===== src/rtl/fb_pixel_fetch.sv =====
`default_nettype none
// +--------------------------------------------------------------------------+
// | Module   : fb_pixel_fetch                                                |
// | Purpose  : Framebuffer read stage between the VGA timing generator and   |
// |            the DAC pins. Each visible pixel becomes one read of an       |
// |            RGB444 frame memory. The syncs are delayed by the full        |
// |            pipeline depth so colour, hclk and vclk leave aligned.        |
// | Options  : FB_DOUBLE_BUFFER_EN - when defined, compiles in the           |
// |            front/back buffer swap state machine and front_sel.           |
// | Revision : 1.0 - initial release                                         |
// +--------------------------------------------------------------------------+
module fb_pixel_fetch #(
   parameter int H_ACTIVE   = 640,
   parameter int V_ACTIVE   = 480,
   parameter int RD_LATENCY = 1
) (
   input  logic        pixelClk,
   input  logic        reset,
   input  logic        hClkIn,
   input  logic        vClkIn,
   input  logic        hVis,
   input  logic        vVis,
   input  logic [9:0]  xCor,
   input  logic [9:0]  yCor,
   output logic        rd_en,
   output logic [19:0] rd_addr,
   input  logic [11:0] rd_data,
   input  logic        swap_req,
   output logic        swap_ack,
   output logic        front_sel,
   output logic        coord_err,
   output logic        hclk,
   output logic        vclk,
   output logic [3:0]  VGA_R,
   output logic [3:0]  VGA_G,
   output logic [3:0]  VGA_B
);

   // Total latency from coordinate input to colour/sync output: one address
   // register, RD_LATENCY memory cycles, one colour register.
   localparam int          c_PIPE_DEPTH  = RD_LATENCY + 2;
   localparam logic [10:0] c_H_LIMIT     = 11'(H_ACTIVE);
   localparam logic [10:0] c_V_LIMIT     = 11'(V_ACTIVE);
   localparam logic [18:0] c_LINE_STRIDE = 19'(H_ACTIVE);

   logic                    w_frame_vis;
   logic                    w_in_range;
   logic                    w_vis;
   logic                    w_front;
   logic [18:0]             w_pix_idx;
   logic                    w_de_out;

   // r_vis_pipe[0] is the read strobe; the top bit marks the cycle in which
   // the matching memory word is on rd_data.
   logic [c_PIPE_DEPTH-2:0] r_vis_pipe;
   logic [19:0]             r_rd_addr;
   logic [c_PIPE_DEPTH-1:0] r_hs_pipe;
   logic [c_PIPE_DEPTH-1:0] r_vs_pipe;
   logic [c_PIPE_DEPTH-1:0] r_de_pipe;
   logic [11:0]             r_rgb;
   logic                    r_coord_err;

   // ------------------------------------------------------------------------
   // Coordinate qualification and linear pixel index
   // ------------------------------------------------------------------------
   assign w_frame_vis = hVis & vVis;
   assign w_in_range  = ({1'b0, xCor} < c_H_LIMIT) && ({1'b0, yCor} < c_V_LIMIT);
   assign w_vis       = w_frame_vis & w_in_range;

   // Widest legal index is (H_ACTIVE*V_ACTIVE)-1, which fits in 19 bits.
   assign w_pix_idx   = {9'd0, xCor} + (c_LINE_STRIDE * {9'd0, yCor});

   // Stage A: issue one read per qualified pixel and track it down the pipe.
   always_ff @(posedge pixelClk or posedge reset) begin
      if (reset) begin
         r_vis_pipe <= '0;
         r_rd_addr  <= '0;
      end else begin
         r_vis_pipe <= {r_vis_pipe[c_PIPE_DEPTH-3:0], w_vis};
         r_rd_addr  <= {w_front, w_pix_idx};
      end
   end

   assign rd_en   = r_vis_pipe[0];
   assign rd_addr = r_rd_addr;

   // Sync and display-enable delay lines, P stages each, reset to inactive.
   always_ff @(posedge pixelClk or posedge reset) begin
      if (reset) begin
         r_hs_pipe <= '1;
         r_vs_pipe <= '1;
         r_de_pipe <= '0;
      end else begin
         r_hs_pipe <= {r_hs_pipe[c_PIPE_DEPTH-2:0], hClkIn};
         r_vs_pipe <= {r_vs_pipe[c_PIPE_DEPTH-2:0], vClkIn};
         r_de_pipe <= {r_de_pipe[c_PIPE_DEPTH-2:0], w_frame_vis};
      end
   end

   assign hclk     = r_hs_pipe[c_PIPE_DEPTH-1];
   assign vclk     = r_vs_pipe[c_PIPE_DEPTH-1];
   assign w_de_out = r_de_pipe[c_PIPE_DEPTH-1];

   // Stage B: latch the returned word for fetched pixels, black otherwise.
   always_ff @(posedge pixelClk or posedge reset) begin
      if (reset) begin
         r_rgb <= '0;
      end else if (r_vis_pipe[c_PIPE_DEPTH-2]) begin
         r_rgb <= rd_data;
      end else begin
         r_rgb <= '0;
      end
   end

   // The delayed display enable keeps blanking intervals black even if the
   // memory drives stale data.
   assign VGA_R = r_rgb[11:8] & {4{w_de_out}};
   assign VGA_G = r_rgb[7:4]  & {4{w_de_out}};
   assign VGA_B = r_rgb[3:0]  & {4{w_de_out}};

   // Sticky error for visible-flagged coordinates outside the active area.
   always_ff @(posedge pixelClk or posedge reset) begin
      if (reset) begin
         r_coord_err <= 1'b0;
      end else if (w_frame_vis && !w_in_range) begin
         r_coord_err <= 1'b1;
      end
   end

   assign coord_err = r_coord_err;

`ifdef FB_DOUBLE_BUFFER_EN
   // ------------------------------------------------------------------------
   // Front/back buffer swap
   // ------------------------------------------------------------------------
   typedef enum logic [0:0] {
      ST_IDLE    = 1'b0,
      ST_PENDING = 1'b1
   } swap_state_t;

   swap_state_t             r_state;
   swap_state_t             w_state_nxt;
   logic                    w_boundary;
   logic                    w_do_swap;
   logic                    r_front_sel;
   logic                    r_swap_ack;
   // vVis delayed P cycles plus one more stage for falling-edge detection.
   logic [c_PIPE_DEPTH:0]   r_vv_pipe;

   // Output-side vertical visible flag, used to find the end of each frame.
   always_ff @(posedge pixelClk or posedge reset) begin
      if (reset) begin
         r_vv_pipe <= '0;
      end else begin
         r_vv_pipe <= {r_vv_pipe[c_PIPE_DEPTH-1:0], vVis};
      end
   end

   // Boundary: the delayed flag has just fallen, so the last visible pixel of
   // the frame has left the output and the display is in vertical blank.
   assign w_boundary = r_vv_pipe[c_PIPE_DEPTH] & ~r_vv_pipe[c_PIPE_DEPTH-1];

   // Swap state register.
   always_ff @(posedge pixelClk or posedge reset) begin
      if (reset) begin
         r_state <= ST_IDLE;
      end else begin
         r_state <= w_state_nxt;
      end
   end

   // Next state: requests collapse into one pending swap per boundary.
   always_comb begin
      w_state_nxt = r_state;
      w_do_swap   = 1'b0;
      case (r_state)
         ST_IDLE: begin
            if (w_boundary && swap_req) begin
               w_do_swap = 1'b1;
            end else if (swap_req) begin
               w_state_nxt = ST_PENDING;
            end
         end
         ST_PENDING: begin
            if (w_boundary) begin
               w_do_swap   = 1'b1;
               w_state_nxt = ST_IDLE;
            end
         end
         default: begin
            w_state_nxt = ST_IDLE;
         end
      endcase
   end

   // Toggle the displayed buffer and acknowledge in the same cycle.
   always_ff @(posedge pixelClk or posedge reset) begin
      if (reset) begin
         r_front_sel <= 1'b0;
         r_swap_ack  <= 1'b0;
      end else begin
         r_swap_ack <= w_do_swap;
         if (w_do_swap) begin
            r_front_sel <= ~r_front_sel;
         end
      end
   end

   assign w_front   = r_front_sel;
   assign front_sel = r_front_sel;
   assign swap_ack  = r_swap_ack;
`else
   // Single-buffer build: everything reads from buffer 0.
   logic w_unused_swap_req;

   assign w_unused_swap_req = swap_req;
   assign w_front           = 1'b0;
   assign front_sel         = 1'b0;
   assign swap_ack          = 1'b0;
`endif

endmodule
`default_nettype wire


===== config.mk =====
export PLATFORM = sky130hd
export DESIGN_NAME = fb_pixel_fetch
export DESIGN_NICKNAME = d
export VERILOG_FILES = /design/src/rtl/fb_pixel_fetch.sv
export SDC_FILE = /design/constraint.sdc
export NUM_CORES = 1
export LEC_CHECK = 0
export CORE_MARGIN = 5
export CORE_UTILIZATION = 49
export CTS_BUF_LIST = sky130_fd_sc_hd__clkbuf_4 sky130_fd_sc_hd__clkbuf_8
export DETAILED_ROUTE_END_ITERATION = 10
export PLACE_DENSITY = 0.87
export SYNTH_ARGS = -nofsm -noshare
export SYNTH_HDL_FRONTEND = slang
export SYNTH_SLANG_ARGS = --single-unit

===== constraint.sdc =====
create_clock -name pixelClk -period 3.5 [get_ports pixelClk]
set_clock_uncertainty 0.05 [all_clocks]
set_input_delay 0.7 -clock pixelClk [delete_from_list [all_inputs] [get_ports pixelClk]]
set_output_delay 0.7 -clock pixelClk [all_outputs]
set_load 0.03 [all_outputs]

# Yosys cells after proc, flatten, opt, wreduce, memory -nomap -nowiden
# Index checks and enable logic that the tools add are counted.
[totals] word_cells=20 ramBits=0 latch_bits=0 n_memories=0 in_bits=39 out_inout_bits=38 register_bits=43 rom_bits=0
[classes] n_reduce_logical=3 n_eq_ne=0 n_lt_le_gt_ge=2 mul=1 muxes=1 bitwise_logic=5 n_div=0 shift=0 n_addsub=1
[op_table] op="10-bit by 19-bit adder with 19-bit output" count=1
[op_table] op="4-bit bitwise AND" count=3
[op_table] op="3-bit by 10-bit multiplier with 12-bit output (first input constant)" count=1
[op_table] op="12-bit two-way mux" count=1
[op_table] op="10-bit less-than comparator (second input constant)" count=1
[op_table] op="10-bit by 9-bit less-than comparator with 1-bit output (second input constant)" count=1
[op_table] op="1-bit bitwise AND" count=2
[op_table] op="1-bit logical AND" count=2
[op_table] op="1-bit zero test" count=1

# Longest topological paths before layout
[depth] ltp_word=4 mapped_depth=8 depth_no_buf=8

# Worst setup path after synthesis
# OpenSTA, ideal clock, no wires.
[synth_path] path_type="in2reg" from="input port yCor[1]" to="register r_rd_addr[18] (netlist: rd_addr[18])" required_time_ps=3370 n_path_buf=0 setup_slack_ps=691 t_arrival_ps=2680 stages=8 setup_time_ps=80 path_cell_list="ha_1 > ha_1 > fa_1 > a21o_2 > a221oi_1 > xnor2_1 > and4b_1 > xnor2_1"
[synth_between] elab_chain_cells=2
[synth_lines] item="start: declaration" line="24" source="input logic [9:0] yCor,"
[synth_lines] item="3-bit by 10-bit multiplier with 12-bit output" line="71" source="assign w_pix_idx = {9'd0, xCor} + (c_LINE_STRIDE * {9'd0, yCor});"
[synth_lines] item="10-bit by 19-bit adder with 19-bit output" line="71"
[synth_lines] item="via w_pix_idx[18]" line="50" source="logic [18:0] w_pix_idx;"
[synth_lines] item="end signal: assignment" line="80" source="r_rd_addr <= {w_front, w_pix_idx};"
[synth_lines] item="end: declaration" line="56" source="logic [19:0] r_rd_addr;"
# The timed path passes the listed nets, and every way through them passes these cells.
# A chain may end at the register's enable or synchronous reset.

# Final worst setup path
[layout_path] from="input port yCor[1]" to="register r_rd_addr[17] (netlist: rd_addr[17])"
# The elaborated chain is that of the path after synthesis.

==> results.cfg <==
[floorplan]
die_area_mm2 = 0.00560
die_w_um = 74.8
top_level_ports = 77
initial_core_util_pct = 51.1
die_h_um = 74.8
core_area_mm2 = 0.00403
core.rowCount = 23

[worst_hold_path]
worstHoldPathType = flip-flop to flip-flop

[route]
wl_mm = 4.21
firstDrtPassIters = 3
vias_per_cell = 5.02
vias = 1510
drtIter0Drc = 57
drc = 0
ant_nets = 0
post_drt_wl_per_cell_um = 14.0

[grt]
grt.total_usage_pct = 17.1
grt_overflow_total = 0
grt_pass1_vias = 1541
grt_max_degree = 37
grt_pass1_wl_mm = 7.10
antenna_found_initial = 0

[sta]
period_needed_ns = 3.17
fin_crit_sh_pct = 90.7
fin_ws_ns = 0.326
hold_violations = 0
max_freq_mhz = 315
tns_ns = 0
setup_violations = 0
maxSlewViolCount = 0
rsz0062_at_grt = no

[power_and_ir_drop]
cellPowerDensity_mw_per_mm2 = 435
vdd_drop_max_mv = 0.228
power.switching_uw = 391
p_total_mw = 1.27
p_clk_share_pct = 23.8
internal_power_uw = 881
power_frac_comb_pct = 32.2
seq_power_share_pct = 44.0
netSwitchingFraction_pct = 30.7
p_leak_nw = 1.31

[synthesis]
synth_edf_count = 0
synth.top_cell.area_share_pct = 45.0
ys_top_cells_by_area = dfrtp_1 (45%), ha_1 (12%), dfstp_2 (7.7%)
yosysTopAreaCell = dfrtp_1
synthTopCellsByCount = dfrtp_1 (37), and2_1 (24), ha_1 (19)
netlist_area_mm2 = 0.00206
synth_async_sr_flop_share_pct = 100
yosysMostFrequentCell = dfrtp_1
postSynthCellCount = 172
synth.distinct_cells = 36
yosys_warnings = 0
synthFlopType = dfrtp_1
synth_area_per_cell_um2 = 12.0
seq_area_frac_synth_pct = 52.6
synth_seq_cells = 43

[worst_setup_path]
cp_max_fo = 3
start_kind = primary input
crit_type = primary input to flip-flop
cp.required_ns = 3.61
arrival_ns = 3.28
end_kind = flip-flop

[clock_tree]
cts.sinks = 43
clk_pin_slew_ns = 0.08
cts_resized = 0
clk_path_buf_depth = 2
cts_hold_buf = 0
clock_insertion_delay_worst_skew_ns = 0.29
cts_tree = done
cts_setup_buffers = 0
cts_buffers = 5
htreeDepth = 2
root_buffer = clkbuf_8

[layout]
area.growth.synth_to_final_pct = 42.0
n_antenna_cell = 0
layout.nets = 310
drive_gt1_share_pct = 8.37

[status]
status = finished clean

[placed_design]
place_congestion = 0.754
hpwl_mm = 3.51
port-buffer-count = 72
pre_cts_ws_ns = 0.0315

[flow_run]
cap_viol_max_count = 0
[cell type report]
type                       instances  area [um2]
clock buffer                       6        76.3
multi-input combinational        116         916
tap                               50        62.6
clock inverter                     2        12.5
sequential                        43        1080
timing repair buffer              74         736
fill                             290        1100
inverter                          10        37.5
[stage by stage]
stage               instance area (um2)  instances  hold WS (ns)  util [%]
global placement                   2840        293         0.282      70.4
global route                       2920        301         0.307      72.6
detailed placement                 2840        293         0.286      70.4
floorplan                          2070        174         0.281         -
finish                             2920        301         0.302      72.6
CTS                                2920        301         0.307      72.6
[power by group through the flow]
stage | registers [mW] | clock network (mW) | logic (mW)
4_1_cts | 0.561 | 0.314 | 0.414
3_5_place_dp | 0.570 | 0 | 0.411
2_1_floorplan | 0.651 | 0 | 0.165
5_1_grt | 0.565 | 0.341 | 0.444
6_report | 0.560 | 0.302 | 0.410
3_3_place_gp | 0.567 | 0 | 0.403
[worst paths after layout]
kind,startpoint,end,slack (ns),cells after the start
worst max register to register,r_vis_pipe[1],r_rgb[7],2.69,1
worst min-delay path,r_de_pipe[0],r_de_pipe[1],0.30,0
worst max-delay path,yCor[1],rd_addr[17],0.33,9
max in group asynchronous,reset,r_hs_pipe[1],2.06,3
worst min register to register,r_de_pipe[0],r_de_pipe[1],0.30,0
min in group asynchronous,reset,rd_addr[8],0.60,2
[critical path: stages]
cell and delay, ns:
clkdlybuf4s50_1 0.45, ha_1 0.32, ha_1 0.25, fa_1 0.44
a21o_2 0.24, a221oi_1 0.31, xnor2_1 0.22, nand4_1 0.17
xor2_1 0.18
[layer usage]
| metal | track usage, % | vias to the layer above | part of all wire [%] |
|---|---|---|---|
| li1 | - | 734 | - |
| met2 | 32.3 | 56 | 52 |
| met4 | 5.34 | 0 | 1.4 |
| met3 | 4.94 | 5 | 9.4 |
| met1 | 18.0 | 715 | 37 |
| met5 | 0 | - | 0 |
[layout by cell type (no fill, tap or decap), drive strengths merged, types with 2 or more instances in the layout]
| cell | instances |
|---|---|
| and4bb | 2 |
| a211oi | 4 |
| inv | 10 |
| and3 | 2 |
| conb | 3 |
| xor2 | 3 |
| o21ai | 6 |
| o211ai | 3 |
| xnor2 | 10 |
| a21o | 4 |
| a21oi | 5 |
| dfrtp | 37 |
| buf | 2 |
| nand4 | 2 |
| clkdlybuf4s50 | 72 |
| and2 | 24 |
| fa | 2 |
| nor2b | 2 |
| ha | 19 |
| nand2 | 6 |
| dfstp | 6 |
| clkbuf | 6 |
| nor2 | 8 |
| a221oi | 3 |
[cell families (layout without fill, tap and decap cells)]
group	after synthesis	after routing	synth area share, %
XOR/XNOR	13	13	5.53
flip-flops	43	43	52.6
AND/OR/NAND/NOR	52	52	14.9
other	1	3	0.182
buffers and inverters	15	92	3.28
adder cells (fa/ha/maj)	21	21	13.5
AO/OA/AOI/OAI	27	27	9.96
[registers in the layout (all words and copies together) (netlist names)]
signal and count:
coord_err 1, r_hs_pipe 3, rd_addr 19, r_rgb 12, r_de_pipe 3, r_vs_pipe 3, r_vis_pipe 2
No activity file was read; power rests on OpenSTA's default activity.
